### config.mk
export PLATFORM = sky130hd
export DESIGN_NAME = wr_sched
export DESIGN_NICKNAME = d
export VERILOG_FILES = /design/src/rtl/wr_sched_pkg.sv /design/src/rtl/wr_sched_rr_arb2.sv /design/src/rtl/wr_sched.sv
export SDC_FILE = /design/constraint.sdc
export NUM_CORES = 1
export LEC_CHECK = 0
export BUFFER_PORTS_ARGS = -buffer_cell sky130_fd_sc_hd__buf_2
export CORE_MARGIN = 2
export CORE_UTILIZATION = 51
export CTS_BUF_LIST = sky130_fd_sc_hd__clkbuf_2
export DETAILED_ROUTE_END_ITERATION = 8
export PLACE_DENSITY = 0.79
export SETUP_SLACK_MARGIN = 0.15
export SLEW_MARGIN = 40
export SYNTH_ARGS = -nofsm -noshare
export SYNTH_HDL_FRONTEND = slang
export SYNTH_HIERARCHICAL = 1
export SYNTH_SLANG_ARGS = --single-unit
### constraint.sdc
create_clock -name clk -period 3 [get_ports clk]
set_input_delay 0.6 -clock clk [delete_from_list [all_inputs] [get_ports clk]]
set_output_delay 0.6 -clock clk [all_outputs]
set_load 0.02 [all_outputs]
### src/rtl/wr_sched_pkg.sv
`default_nettype none
// ============================================================================
// wr_sched_pkg : shared AXI write-scheduler types, widths and master indices
// Revision     : 1.0 - initial release
// ============================================================================
package wr_sched_pkg;

    localparam int AXI_LEN_BITS = 4;
    localparam int SLV_BITS     = 3;
    localparam int DEF_NUM_SLV  = 8;

    typedef enum logic [1:0] {
        ST_IDLE = 2'd0,
        ST_ADDR = 2'd1,
        ST_DATA = 2'd2,
        ST_RESP = 2'd3
    } wr_state_e;

    localparam logic [1:0] MST_NONE = 2'd0;
    localparam logic [1:0] MST_M1   = 2'd1;
    localparam logic [1:0] MST_M2   = 2'd2;

    localparam logic [SLV_BITS-1:0] SLV_SD = SLV_BITS'(DEF_NUM_SLV - 1);

endpackage
`default_nettype wire

### src/rtl/wr_sched_rr_arb2.sv
`default_nettype none
// ============================================================================
// rr_arb2  : two-way round-robin selector, one-hot grant {M2, M1}
// Revision : 1.0 - initial release
// ============================================================================
module rr_arb2 (
    input  logic       i_req1,
    input  logic       i_req2,
    input  logic       i_ptr,    // 1 = M2 has priority on a tie
    input  logic       i_en,
    output logic [1:0] o_gnt
);

    always_comb begin
        o_gnt = 2'b00;
        if (i_en) begin
            if (i_req1 && i_req2) begin
                o_gnt = i_ptr ? 2'b10 : 2'b01;
            end else if (i_req1) begin
                o_gnt = 2'b01;
            end else if (i_req2) begin
                o_gnt = 2'b10;
            end
        end
    end

endmodule
`default_nettype wire

### src/rtl/wr_sched.sv
`default_nettype none
// ============================================================================
// wr_sched : single-outstanding AXI write scheduler (AW arbitration, W routing,
//            B wait) for two masters.
// Revision : 1.0 - initial release
// ============================================================================
module wr_sched
    import wr_sched_pkg::*;
#(
    parameter int NUM_SLV = DEF_NUM_SLV
) (
    input  logic                    clk,
    input  logic                    rst,
    input  logic                    req_m1_i,
    input  logic                    req_m2_i,
    input  logic [AXI_LEN_BITS-1:0] len_m1_i,
    input  logic [AXI_LEN_BITS-1:0] len_m2_i,
    input  logic [SLV_BITS-1:0]     slv_sel_i,
    input  logic                    aw_hs_i,
    input  logic                    w_hs_i,
    input  logic                    wlast_i,
    input  logic                    b_hs_i,
    output logic                    gnt_m1_o,
    output logic                    gnt_m2_o,
    output logic [1:0]              w_owner_o,
    output logic [SLV_BITS-1:0]     w_slv_o,
    output logic                    w_route_vld_o,
    output logic                    b_wait_o,
    output logic                    len_err_o
);

    localparam logic [SLV_BITS-1:0] c_SD = SLV_BITS'(NUM_SLV - 1);

    wr_state_e               r_state;
    wr_state_e               w_state_nxt;
    logic [1:0]              r_gnt;
    logic [1:0]              w_arb_gnt;
    logic                    w_arb_en;
    logic                    r_ptr;
    logic [1:0]              r_owner;
    logic [SLV_BITS-1:0]     r_slv;
    logic [SLV_BITS-1:0]     w_slv_sel;
    logic [AXI_LEN_BITS-1:0] r_len;
    logic [AXI_LEN_BITS:0]   r_cnt;
    logic                    r_len_err;
    logic                    w_aw_acc;
    logic                    w_beat;
    logic                    w_cnt_at_len;
    logic                    w_err;

    assign w_arb_en     = (r_state == ST_IDLE);
    assign w_aw_acc     = (r_state == ST_ADDR) && aw_hs_i;
    assign w_beat       = (r_state == ST_DATA) && w_hs_i;
    assign w_cnt_at_len = (r_cnt == {1'b0, r_len});
    // WLAST must land exactly on beat len; a non-last beat at len is an overrun
    assign w_err        = w_beat && (wlast_i ? !w_cnt_at_len : w_cnt_at_len);
    // Out-of-range decodes fall back to the default slave
    assign w_slv_sel    = (slv_sel_i > c_SD) ? c_SD : slv_sel_i;

    rr_arb2 u_arb (
        .i_req1 (req_m1_i),
        .i_req2 (req_m2_i),
        .i_ptr  (r_ptr),
        .i_en   (w_arb_en),
        .o_gnt  (w_arb_gnt)
    );

    always_ff @(posedge clk or negedge rst) begin
        if (!rst) begin
            r_state <= ST_IDLE;
        end else begin
            r_state <= w_state_nxt;
        end
    end

    always_comb begin
        w_state_nxt = r_state;
        case (r_state)
            ST_IDLE: if (req_m1_i || req_m2_i) w_state_nxt = ST_ADDR;
            ST_ADDR: if (aw_hs_i)              w_state_nxt = ST_DATA;
            ST_DATA: if (w_hs_i && wlast_i)    w_state_nxt = ST_RESP;
            ST_RESP: if (b_hs_i)               w_state_nxt = ST_IDLE;
            default:                           w_state_nxt = ST_IDLE;
        endcase
    end

    always_ff @(posedge clk or negedge rst) begin
        if (!rst) begin
            r_gnt     <= 2'b00;
            r_ptr     <= 1'b0;
            r_owner   <= MST_NONE;
            r_slv     <= '0;
            r_len     <= '0;
            r_cnt     <= '0;
            r_len_err <= 1'b0;
        end else begin
            r_len_err <= w_err;
            if (r_state == ST_IDLE) begin
                r_gnt <= w_arb_gnt;
            end else if (w_aw_acc) begin
                r_gnt <= 2'b00;
            end
            if (w_aw_acc) begin
                r_slv   <= w_slv_sel;
                r_owner <= r_gnt[0] ? MST_M1 : MST_M2;
                r_len   <= r_gnt[0] ? len_m1_i : len_m2_i;
                r_cnt   <= '0;
                // Point away from the master just served
                r_ptr   <= r_gnt[0];
            end
            if (w_beat) begin
                r_cnt <= r_cnt + 1'b1;
            end
            if ((r_state == ST_RESP) && b_hs_i) begin
                r_owner <= MST_NONE;
            end
        end
    end

    assign gnt_m1_o      = r_gnt[0];
    assign gnt_m2_o      = r_gnt[1];
    assign w_owner_o     = r_owner;
    assign w_slv_o       = r_slv;
    assign w_route_vld_o = (r_state == ST_DATA);
    assign b_wait_o      = (r_state == ST_RESP);
    assign len_err_o     = r_len_err;

endmodule
`default_nettype wire

# ---- Yosys cells after proc, flatten, opt, wreduce, memory -nomap -nowiden
# Index checks and enable logic that the tools add are counted.
dict set report op_classes {
  add_sub_neg 1
  n_lt_le_gt_ge 1
  eq_ne 8
  muxes 19
  reduce_logical 13
}
# op n
set op_table {}
lappend op_table {{two-way mux 2 bit} 13}
lappend op_table {{two-way mux 5 bit} 2}
lappend op_table {{one-hot mux 2 bit (4 select lines)} 1}
lappend op_table {{logical AND 1 bit} 6}
lappend op_table {{inequality test 2 bit, second input constant} 3}
lappend op_table {{nonzero test 2 bit} 3}
lappend op_table {{adder 5 x 1 -> 5 bit, second input constant} 1}
lappend op_table {{== test 5 x 4 -> 1 bit} 1}
lappend op_table {{== test 2 bit, second input constant} 2}
lappend op_table {{two-way mux 4 bit} 1}
lappend op_table {{AND reduction 4 bit} 1}
lappend op_table {{greater-than comparator 3 bit, second input constant} 1}
lappend op_table {{two-way mux 3 bit} 1}
lappend op_table {{== test 2 x 1 -> 1 bit, second input constant} 1}
lappend op_table {{logical NOT 2 bit} 1}
lappend op_table {{inequality test 2 x 1 -> 1 bit, second input constant} 1}
lappend op_table {{logical NOT 1 bit} 1}
lappend op_table {{logical OR 1 bit} 1}
lappend op_table {{two-way mux 1 bit} 1}
dict set report word_totals {
  regBits 20
  output_inout_bits 10
  elab_cells 50
}

# ---- Longest topological paths before layout
dict set report depth {
  depth_word 4
  ltp_mapped 6
}

# ---- Modules after synthesis
# Netlist, hierarchy kept.
# module instances cells_each area_per_inst_um2
set modules_own_cells {}
lappend modules_own_cells {wr_sched 1 93 983.4}
lappend modules_own_cells {rr_arb2 1 5 21.3}

# ---- Worst setup path after synthesis
# OpenSTA, ideal clock, no wires.
dict set report synth_timing {
  kind {reg2reg}
  start {reg r_state[0]}
  end {reg r_state[1]}
  setup_time_ns 0.128
  arrival_time_ns 1.406
  path_slack_ns 1.466
  stages_incl_launch_ff 5
  path_cell_list {dfrtp_1 inv_1 ha_1 a221oi_2 mux2_1}
}
dict set report synth_via {
  elab_chain_cells 3
}
# item line
set synth_lines {}
lappend synth_lines {{start, declared} wr_sched.sv:34} ;# wr_state_e r_state;
lappend synth_lines {{start signal, assigned} wr_sched.sv:72} ;# r_state <= w_state_nxt;
lappend synth_lines {{== test 2 bit *} n/a}
lappend synth_lines {{via w_route_vld_o} wr_sched.sv:27} ;# output logic w_route_vld_o,
lappend synth_lines {{inequality test 2 x 1 -> 1 bit (no line)} n/a}
lappend synth_lines {{AND reduction 4 bit (no line)} n/a}
# The timed path passes the listed nets; every way through them passes the cells marked *.
# A chain may end at the register's enable or synchronous reset.

# ---- Worst setup path in the final report
dict set report layout_timing {
  start {reg r_state[0]}
  end {out w_route_vld_o}
}
dict set report layout_via {
  elab_chain_cells 1
}
# item line
set layout_lines {}
lappend layout_lines {{== test 2 bit} wr_sched.sv:124} ;# assign w_route_vld_o = (r_state == ST_DATA);
lappend layout_lines {{end, declared} wr_sched.sv:27}
# Every way passes these cells.

==> flow_metrics.env <==
export IMPL_area_delta_synth_final_pct=18.4
export IMPL_die_area_um2=2340
export IMPL_ys_ff_latch=20
export IMPL_grt_busiest_layer="met2"
export IMPL_cts_buffer_depth=2
export IMPL_yosys_area_share_simple=0.107
export IMPL_drive_above_1_share=0.250
export IMPL_slowest_stage="dfrtp_1"
export IMPL_synth_most_common_cell="dfrtp_1"
export IMPL_synth_top_cell_by_area="dfrtp_1"
export IMPL_use_met1=0.227
export IMPL_irDropWorstVdd_v=0.000759
export IMPL_drt_pass1_iterations=3
export IMPL_crit_fanout=4
export IMPL_critPathRequiredTime_ns=2.40
export IMPL_cts_root_buf="clkbuf_2"
export IMPL_grt_pass1_vias=768
export IMPL_ys_seq_area_frac=0.498
export IMPL_drt_total_wl_mm=1.89
export IMPL_fin_skew_ns=0.00442
export IMPL_yosysWarningCount=6
export IMPL_cts_resized=0
export IMPL_synth_edff_count=0
export IMPL_viasPerCell=5.01
export IMPL_timing_final_crit_share=0.655
export IMPL_power_density_nw_per_um2=931
export IMPL_io_buffers=28
export IMPL_tightestPinTransition_ns=0.609
export IMPL_synth_area_mux_share=0.116
export IMPL_synth_top_family_by_area="compound AO/OA/AOI/OAI gates"
export IMPL_finalMaxSlewViolations=0
export IMPL_outcome="complete, no violations"
export IMPL_fin_crit_ns=1.96
export IMPL_crit_buf_inv=2
export IMPL_hold_buffers=0
export IMPL_drcViolationCount=0
export IMPL_cts_setup_buffers=0
export IMPL_via_count=776
export IMPL_ioPinCount=29
export IMPL_yosys_area_top_type_share=0.498
export IMPL_rsz0062_at_grt="false"
export IMPL_cts_tree="done"
export IMPL_drtIter0Drc=7
export IMPL_path_class="flop to output pin"
export IMPL_placementRows=16
export IMPL_async_flop_share=1.00
export IMPL_fp_dieW_um=48.4
export IMPL_synthXorXnorAreaFrac=0.0523
export IMPL_ys_flop_type="dfrtp_1"
export IMPL_setup_viol=0
export IMPL_finalHoldViolations=0
export IMPL_grt_pass1_wl_mm=3.31
export IMPL_synth_common_cells="20 x dfrtp_1, 17 x nand2_1, 10 x o21ai_1"
export IMPL_grt_max_degree=21
export IMPL_diodes=0
export IMPL_use_met3=0.0556
export IMPL_grt_usage=0.182
export IMPL_die_h_um=48.4
export IMPL_holdWs_ns=0.186
export IMPL_numClockSinks=20
export IMPL_setup_worst_path_end_class="output pin"
export IMPL_synth_compound_area_frac=0.122
export IMPL_num_fill_cells=166
export IMPL_netlist_area_um2=1000
export IMPL_max_cap_violations=0
export IMPL_slew_headroom=0.593
export IMPL_dpl_hpwl_mm=1.44
export IMPL_slowest_delay_ns=0.44
export IMPL_syn_area_per_cell_um2=10.3
export IMPL_overflow=0
export IMPL_synthAdderAreaFrac=0.0747
export IMPL_cp_top_family="flip-flops"
export IMPL_critPathLaunchType="flop"
export IMPL_synthCells=98
export IMPL_ys_top_cells_by_area="dfrtp_1 50%, ha_1 7.5%, nand2_1 6.4%, mux2i_1 6.0%, mux2_1 5.6%"
export IMPL_htreeDepth=1
export IMPL_antenna_found_initial=0
export IMPL_clock_latency_ns=0.32
export IMPL_hp_class="input pin to async pin"
export IMPL_fmax_mhz=509
export IMPL_syn_num_nets=123
export IMPL_p_leak_nw=0.606
export IMPL_ant_nets=0
export IMPL_gp_congestion=0.762
export IMPL_fin_tns_setup_ns=0
export IMPL_path_cells="inv_1 -> ha_1 -> buf_2"
export IMPL_nets=154
export IMPL_path_clk_slew_ns=0.18
export IMPL_cts_buffers=3
export IMPL_synth_cell_types=20
export IMPL_cp_arrival_ns=1.36
export IMPL_start_util=0.528
export IMPL_grtUsageMet2=0.310
export IMPL_wl_per_cell_um=12.2
export IMPL_fp_coreArea_um2=1900
[stage by stage]
step / instances / area [um^2] / setup WS [ns] / util / power [W]
after floorplan: 98 / 1000 / 1.47 / - / 0.000862
after global placement: 151 / 1170 / 1.29 / 0.616 / 0.000982
after detailed placement: 151 / 1170 / 1.25 / 0.616 / 0.00101
after CTS: 155 / 1190 / 0.997 / 0.626 / 0.00113
after global routing: 155 / 1190 / 0.941 / 0.626 / 0.00122
final: 155 / 1190 / 1.04 / 0.626 / 0.00111
[where the power goes]
part           leakage [nW]  internal [W]  switching, W
clock                0.0140     0.0000290     0.0000822
sequential            0.258      0.000378     0.0000940
combinational         0.334      0.000224      0.000301
[worst reg2reg max path: stages, from the launching register on]
cell and delay (ns):
dfrtp_1 0.45, inv_1 0.12, ha_1 0.17, nand2_1 0.36, and2_1 0.37, o21ai_1 0.13, o21ai_1 0.07
[final timing paths]
check	start	endpoint	cells after the start	slack [ns]
setup / recovery	r_state[0]	w_route_vld_o	3	1.04
setup reg to reg	r_state[1]	r_cnt[2]	6	1.23
hold reg to reg	w_slv_o[1]	w_slv_o[1]	1	0.51
min in group clk	b_hs_i	w_owner_o[0]	2	0.46
hold / removal	rst	r_len[0]	1	0.19
max in group asynchronous	rst	r_cnt[1]	1	2.51
[sequential cells by signal, indices dropped and copies added (netlist names)]
name / flops
w_slv_o: 3
w_owner_o: 2
r_state: 2
r_cnt: 5
r_ptr: 1
r_len: 4
r_gnt: 2
len_err_o: 1
[cell families after synthesis]
family                   after synthesis
buffers and inverters                  8
multiplexers                          11
AND/OR/NAND/NOR                       26
XOR/XNOR                               6
AO/OA/AOI/OAI                         21
flip-flops                            20
adder cells (fa/ha/maj)                6
[layer usage]
layer,share of wire,vias to the layer above,wire length (um)
met2,0.51,12,972
li1,-,393,-
met3,0.042,3,79
met5,0,-,0
met4,0.0053,0,10
met1,0.44,368,825
[cell type report]
cell class                      instances  area (um^2)  share of cell area
Clock inverter                          1         3.75             0.00315
Tap cell                               27         33.8              0.0284
Clock buffer                            3         15.0              0.0126
Sequential cell                        20          500               0.421
Inverter                                6         22.5              0.0189
Timing Repair Buffer                   28          140               0.118
Multi-Input combinational cell         70          474               0.399
[cell usage in the layout (no fill, tap or decap), drive strengths merged]
cell type  synthesis  layout
ha                 6       6
o31ai              1       1
xnor2              3       3
a21oi              6       6
xor2               3       3
o22ai              1       1
buf                0      28
a221oi             1       1
inv                6       6
mux2               5       5
mux2i              6       6
clkbuf             2       3
nand2             17      17
or4                1       1
a22o               1       1
nand3              3       3
dfrtp             20      20
nor2               4       4
clkinv             0       1
and2               1       1
o21ai             11      11
(Power assumes the default switching activity.)
